<file path="config.mk">
export PLATFORM = sky130hd
export DESIGN_NAME = fetch_queue_unit
export DESIGN_NICKNAME = d
export VERILOG_FILES = /design/src/rtl/common_pkg.sv /design/src/rtl/fetch_queue_unit_pkg.sv /design/src/rtl/fetch_fifo.sv /design/src/rtl/fetch_queue_unit.sv
export SDC_FILE = /design/constraint.sdc
export NUM_CORES = 1
export LEC_CHECK = 0
export BUFFER_PORTS_ARGS = -buffer_cell sky130_fd_sc_hd__buf_4
export CAP_MARGIN = 15
export CORE_MARGIN = 8
export CORE_UTILIZATION = 45
export CTS_CLUSTER_SIZE = 8
export DETAILED_ROUTE_END_ITERATION = 6
export PLACE_DENSITY_LB_ADDON = 0.08
export SKIP_LAST_GASP = 1
export SLEW_MARGIN = 20
export SYNTH_ARGS = -nofsm -noshare
export SYNTH_HDL_FRONTEND = slang
export SYNTH_SLANG_ARGS = --single-unit
</file>
<file path="constraint.sdc">
create_clock -name clk -period 4.41 [get_ports clk]
set_input_delay 0.882 -clock clk [delete_from_list [all_inputs] [get_ports clk]]
set_output_delay 0.882 -clock clk [all_outputs]
set_load 0.05 [all_outputs]
</file>
<file path="src/rtl/common_pkg.sv">
// Shared scalar aliases and instruction-bus transaction types.
package common_pkg;

  typedef logic        u1;
  typedef logic [31:0] u32;
  typedef logic [63:0] u64;

  typedef struct packed {
    u1  valid;
    u64 addr;
  } ibus_req_t;

  typedef struct packed {
    u1  data_ok;
    u32 data;
  } ibus_resp_t;

endpackage

</file>
<file path="src/rtl/fetch_queue_unit_pkg.sv">
// Pipeline-stage types for the fetch queue: decode payload and fetch FSM states.
package fetch_queue_unit_pkg;

  import common_pkg::*;

  typedef struct packed {
    u64 pc;
    u32 raw_instr;
  } fetch_data_t;

  typedef enum logic {
    IDLE,
    REQ
  } fetch_state_t;

endpackage

</file>
<file path="src/rtl/fetch_fifo.sv">
// Circular fetch buffer with flush; head is zero whenever the buffer is empty.
module fetch_fifo
  import common_pkg::*;
  import fetch_queue_unit_pkg::*;
#(
  parameter int unsigned DEPTH = 4,
  parameter type         T     = fetch_data_t
) (
  input  logic                     clk,
  input  logic                     reset,
  input  logic                     push,
  input  logic                     pop,
  input  logic                     flush,
  input  T                         din,
  output logic                     full,
  output logic                     empty,
  output logic [$clog2(DEPTH):0]   count,
  output T                         head
);

  localparam int unsigned PW = $clog2(DEPTH);
  localparam int unsigned CW = PW + 1;

  logic [PW-1:0] head_q;
  logic [PW-1:0] tail_q;
  logic [CW-1:0] count_q;
  T              mem [DEPTH];
  logic          do_push;
  logic          do_pop;

  assign empty   = (count_q == '0);
  assign full    = (count_q == CW'(DEPTH));
  assign count   = count_q;
  assign do_pop  = pop && !empty;
  assign do_push = push && (!full || do_pop);

  always_ff @(posedge clk or negedge reset) begin
    if (!reset) begin
      head_q  <= '0;
      tail_q  <= '0;
      count_q <= '0;
    end else if (flush) begin
      head_q  <= '0;
      tail_q  <= '0;
      count_q <= '0;
    end else begin
      if (do_push) tail_q <= tail_q + PW'(1);
      if (do_pop)  head_q <= head_q + PW'(1);
      case ({do_push, do_pop})
        2'b10:   count_q <= count_q + CW'(1);
        2'b01:   count_q <= count_q - CW'(1);
        default: count_q <= count_q;
      endcase
    end
  end

  always_ff @(posedge clk) begin
    if (do_push && !flush) mem[tail_q] <= din;
  end

  always_comb begin
    head = '0;
    if (!empty) head = mem[head_q];
  end

endmodule

</file>
<file path="src/rtl/fetch_queue_unit.sv">
// Fetch stage: owns the PC, issues one outstanding ibus request at a time and
// buffers returned instructions for decode; redirects flush and drop in-flight data.
module fetch_queue_unit
  import common_pkg::*;
  import fetch_queue_unit_pkg::*;
#(
  parameter int unsigned DEPTH    = 4,
  parameter u64          RESET_PC = 64'h0000_0000_8000_0000,
  parameter int unsigned PC_STEP  = 4
) (
  input  logic        clk,
  input  logic        reset,
  output ibus_req_t   ireq,
  input  ibus_resp_t  iresp,
  input  logic        redirect_valid,
  input  u64          redirect_pc,
  output logic        out_valid,
  input  logic        out_ready,
  output fetch_data_t dataF,
  output logic        busy
);

  localparam int unsigned CW = $clog2(DEPTH) + 1;

  fetch_state_t state_q, state_d;
  u64           pc_q, pc_d;
  u64           req_addr_q, req_addr_d;
  logic         drop_q, drop_d;

  logic          enq;
  logic          deq;
  logic          fifo_full;
  logic          fifo_empty;
  logic [CW-1:0] fifo_count;
  logic [CW-1:0] count_after;
  u64            restart_pc;
  fetch_data_t   enq_data;

  always_ff @(posedge clk or negedge reset) begin
    if (!reset) begin
      state_q    <= IDLE;
      pc_q       <= RESET_PC;
      req_addr_q <= RESET_PC;
      drop_q     <= 1'b0;
    end else begin
      state_q    <= state_d;
      pc_q       <= pc_d;
      req_addr_q <= req_addr_d;
      drop_q     <= drop_d;
    end
  end

  assign deq = !fifo_empty && out_ready;

  always_comb begin
    state_d     = state_q;
    pc_d        = pc_q;
    req_addr_d  = req_addr_q;
    drop_d      = drop_q;
    enq         = 1'b0;
    count_after = fifo_count;
    restart_pc  = redirect_valid ? redirect_pc : pc_q;
    case (state_q)
      IDLE: begin
        if (redirect_valid) begin
          pc_d       = redirect_pc;
          req_addr_d = redirect_pc;
          state_d    = REQ;
        end else if (!fifo_full) begin
          req_addr_d = pc_q;
          state_d    = REQ;
        end
      end
      REQ: begin
        if (!iresp.data_ok) begin
          // Address stays on the bus; the redirect is remembered for the response.
          if (redirect_valid) begin
            drop_d = 1'b1;
            pc_d   = redirect_pc;
          end
        end else if (drop_q || redirect_valid) begin
          drop_d     = 1'b0;
          pc_d       = restart_pc;
          req_addr_d = restart_pc;
        end else begin
          enq         = 1'b1;
          pc_d        = req_addr_q + u64'(PC_STEP);
          count_after = fifo_count + CW'(1) - CW'(deq);
          if (count_after < CW'(DEPTH)) req_addr_d = pc_d;
          else                          state_d    = IDLE;
        end
      end
      default: state_d = IDLE;
    endcase
  end

  assign enq_data = '{pc: req_addr_q, raw_instr: iresp.data};

  fetch_fifo #(
    .DEPTH (DEPTH),
    .T     (fetch_data_t)
  ) u_fifo (
    .clk   (clk),
    .reset (reset),
    .push  (enq),
    .pop   (deq),
    .flush (redirect_valid),
    .din   (enq_data),
    .full  (fifo_full),
    .empty (fifo_empty),
    .count (fifo_count),
    .head  (dataF)
  );

  always_comb begin
    ireq       = '0;
    ireq.valid = (state_q == REQ);
    ireq.addr  = req_addr_q;
  end

  assign out_valid = !fifo_empty;
  assign busy      = ireq.valid && !iresp.data_ok;

  a_addr_stable: assert property (@(posedge clk) disable iff (!reset)
    (ireq.valid && !iresp.data_ok) |=> $stable(ireq.addr));

endmodule

</file>
==> results.sh <==
export IMPL_status="finished clean"
export IMPL_hp_class="in -> async"
export IMPL_grt_max_degree=98
export IMPL_met3_length_um=3980
export IMPL_critPathKind="reg -> out"
export IMPL_layout_drive_gt1_share=0.299
export IMPL_cts_root_buf="clkbuf_16"
export IMPL_async_reset_ff_frac=0.263
export IMPL_cap_viol_max_count=0
export IMPL_synth_cells=1580
export IMPL_grt_pass1_vias=15300
export IMPL_ys_ff_latch=521
export IMPL_worstMarginPinSlew_ns=0.902
export IMPL_grt_overflow_total=0
export IMPL_antenna_left=0
export IMPL_htreeDepth=3
export IMPL_vias=14700
export IMPL_synth_area_per_cell_um2=14.7
export IMPL_r2r_start="req_addr_q[3]"
export IMPL_boundaryPins=264
export IMPL_required_ns=3.53
export IMPL_highest_layer="met5"
export IMPL_post_cts_resized=0
export IMPL_min_period_over_period=0.845
export IMPL_fp_dieArea_um2=59100
export IMPL_cts_buffers=75
export IMPL_fin_tns_setup_ns=0
export IMPL_final_hold_viol_count=0
export IMPL_cts_setup_buffers=0
export IMPL_fp_row_count=83
export IMPL_diodes=0
export IMPL_clockBufferDepth=3
export IMPL_routedLengthMet1_um=26800
export IMPL_track_usage=0.210
export IMPL_cts_tree="done"
export IMPL_ys_warnings_count=0
export IMPL_ir_worst_vdd_uv=519
export IMPL_via_per_inst=5.68
export IMPL_yosys_cell_types_count=86
export IMPL_port_buffers=263
export IMPL_arrival_ns=2.84
export IMPL_layout_commonest_cell="edfxtp_1"
export IMPL_die_h_um=243
export IMPL_start_util=0.453
export IMPL_max_freq_ghz=0.268
export IMPL_grt_pass1_wl_um=96000
export IMPL_cts_sinks=521
export IMPL_drt_iter0_drc=1049
export IMPL_hold_buffers=0
export IMPL_crit_path_end_kind="output pin"
export IMPL_wirelength_um=63000
export IMPL_wl_met2_um=30800
export IMPL_clock_skew_ns=0.0152
export IMPL_clkLatencyLatePin_ns=0.58
export IMPL_setup_worst_path_start_class="register"
export IMPL_rrSetupSlack_ns=1.35
export IMPL_reg2reg_depth=8
export IMPL_nets=1967
export IMPL_synthFlopType="edfxtp_1"
export IMPL_syn_nets=1689
export IMPL_post_route_min_period_ns=3.73
export IMPL_rsz0062_at_grt="false"
export IMPL_power_density_nw_per_um2=670
export IMPL_coreArea_um2=51200
export IMPL_drv_slew=0
export IMPL_synth_seq_area_share=0.645
export IMPL_max_slew_margin=0.399
export IMPL_hpwl_um=40500
export IMPL_p_total_mw=18.9
export IMPL_setup_violations=0
export IMPL_drt_pass1_iterations=6
export IMPL_antenna_found_initial=4
export IMPL_post_drt_wl_per_cell_um=24.3
export IMPL_synth_edf_count=384
export IMPL_synth_area_um2=23200
export IMPL_cp_max_fo=64
export IMPL_drcViolationCount=0
export IMPL_timing_rr_end="req_addr_q[42]"
export IMPL_clk_pin_slew_ns=0.06
export IMPL_gp_congestion=0.811
export IMPL_power_leakage_nw=10.1
export IMPL_syn_to_final_growth_pct=21.6
export IMPL_mostFrequentLayoutCells="edfxtp_1, buf_4, dfrtp_1, nor2_1, and2_1"
export IMPL_die_x_um=243
[cells in the mapped netlist, drive strengths merged, types with 3 or more instances]
cell type | count | share of area
or4 | 5 | 0.0018
ha | 8 | 0.0043
nor4 | 12 | 0.0042
a22oi | 4 | 0.0013
mux2 | 40 | 0.019
and4 | 6 | 0.0025
xor2 | 31 | 0.012
nand3 | 44 | 0.012
a2bb2oi | 11 | 0.0042
nor3b | 5 | 0.0016
nor2 | 117 | 0.019
buf | 45 | 0.011
a211oi | 6 | 0.0019
dfrtp | 135 | 0.15
a211o | 3 | 0.0011
mux2i | 33 | 0.014
xnor2 | 28 | 0.011
clkbuf | 61 | 0.012
nand3b | 4 | 0.0013
nand2 | 80 | 0.014
and2 | 102 | 0.028
o21a | 8 | 0.0026
a41oi | 3 | 0.0011
a221o | 4 | 0.0017
or3 | 8 | 0.0024
o21ai | 37 | 0.0080
a311oi | 4 | 0.0015
a21oi | 93 | 0.020
and3 | 16 | 0.0044
o211ai | 8 | 0.0026
nand4 | 27 | 0.0094
a31oi | 10 | 0.0027
edfxtp | 384 | 0.50
mux4 | 96 | 0.093
o311ai | 12 | 0.0045
nor3 | 32 | 0.0087
o22ai | 14 | 0.0038
inv | 12 | 0.0019
[critical path, cell delays in order, from the launching register on]
cell and delay [ns]:
dfrtp_1 0.41, inv_1 0.08, ha_1 0.32, nand2b_4 0.70, buf_4 0.34, and2_1 0.17, buf_4 0.20
[power breakdown]
part           total (mW)  internal, mW  switching, mW
clock network        5.29          3.27           2.02
registers            6.86          6.00          0.855
logic                6.76          2.34           4.42
total                18.9          11.6           7.30
[logic make-up (layout without fill, tap and decap cells)]
group / Yosys count / count (layout) / share of synthesized area
compound gates: 237 / 237 / 0.0648
mux: 169 / 169 / 0.127
xor+xnor: 59 / 59 / 0.0226
buf+inv: 118 / 452 / 0.0250
flops: 521 / 521 / 0.645
fa+ha+maj: 8 / 8 / 0.00431
simple gates: 468 / 468 / 0.112
[sequential cells by signal, summed over array words and instances, names as in the netlist]
signal	cells
u_fifo.head_q	2
state_q	1
pc_q	64
u_fifo.mem	384
u_fifo.count	3
u_fifo.tail_q	2
drop_q	1
req_addr_q	64
[how the worst max path moves through the flow]
stage          slack, ns  cells after the start               end             from
2_1_floorplan       0.97                      4  u_fifo.mem[0][0]   redirect_valid
5_1_grt             0.51                      6         dataF[65]  u_fifo.count[0]
3_5_place_dp        0.87                      6    req_addr_q[20]   redirect_valid
4_1_cts             0.61                      6         dataF[71]  u_fifo.count[0]
3_3_place_gp        0.93                      7     req_addr_q[8]   redirect_valid
6_report            0.68                      6         dataF[65]  u_fifo.count[0]
[stage by stage]
step | util | instance area (um2) | instances | worst slack (ns) | hold WS, ns
finish | 0.551 | 28200 | 2594 | 0.683 | 0.195
global placement | 0.508 | 26000 | 2460 | 0.928 | 0.547
floorplan | - | 23200 | 1580 | 0.971 | 0.496
CTS | 0.550 | 28200 | 2593 | 0.610 | 0.457
detailed placement | 0.508 | 26000 | 2460 | 0.868 | 0.554
global route | 0.551 | 28200 | 2594 | 0.510 | 0.201
[metal layers]
metal,vias to the layer above,track usage
li1,6638,-
met4,8,0.0658
met1,7551,0.279
met2,441,0.341
met5,-,0
met3,95,0.0461
[final cells by class]
type / count / area (um2)
fill: 4284 / 23000
sequential: 521 / 15000
multi-input combinational: 941 / 7700
timing repair buffer: 307 / 2470
clock buffer: 131 / 2150
tap: 680 / 851
inverter: 12 / 45.0
clock inverter: 2 / 25.0
Note: power is estimated with default switching activity, not from simulation.
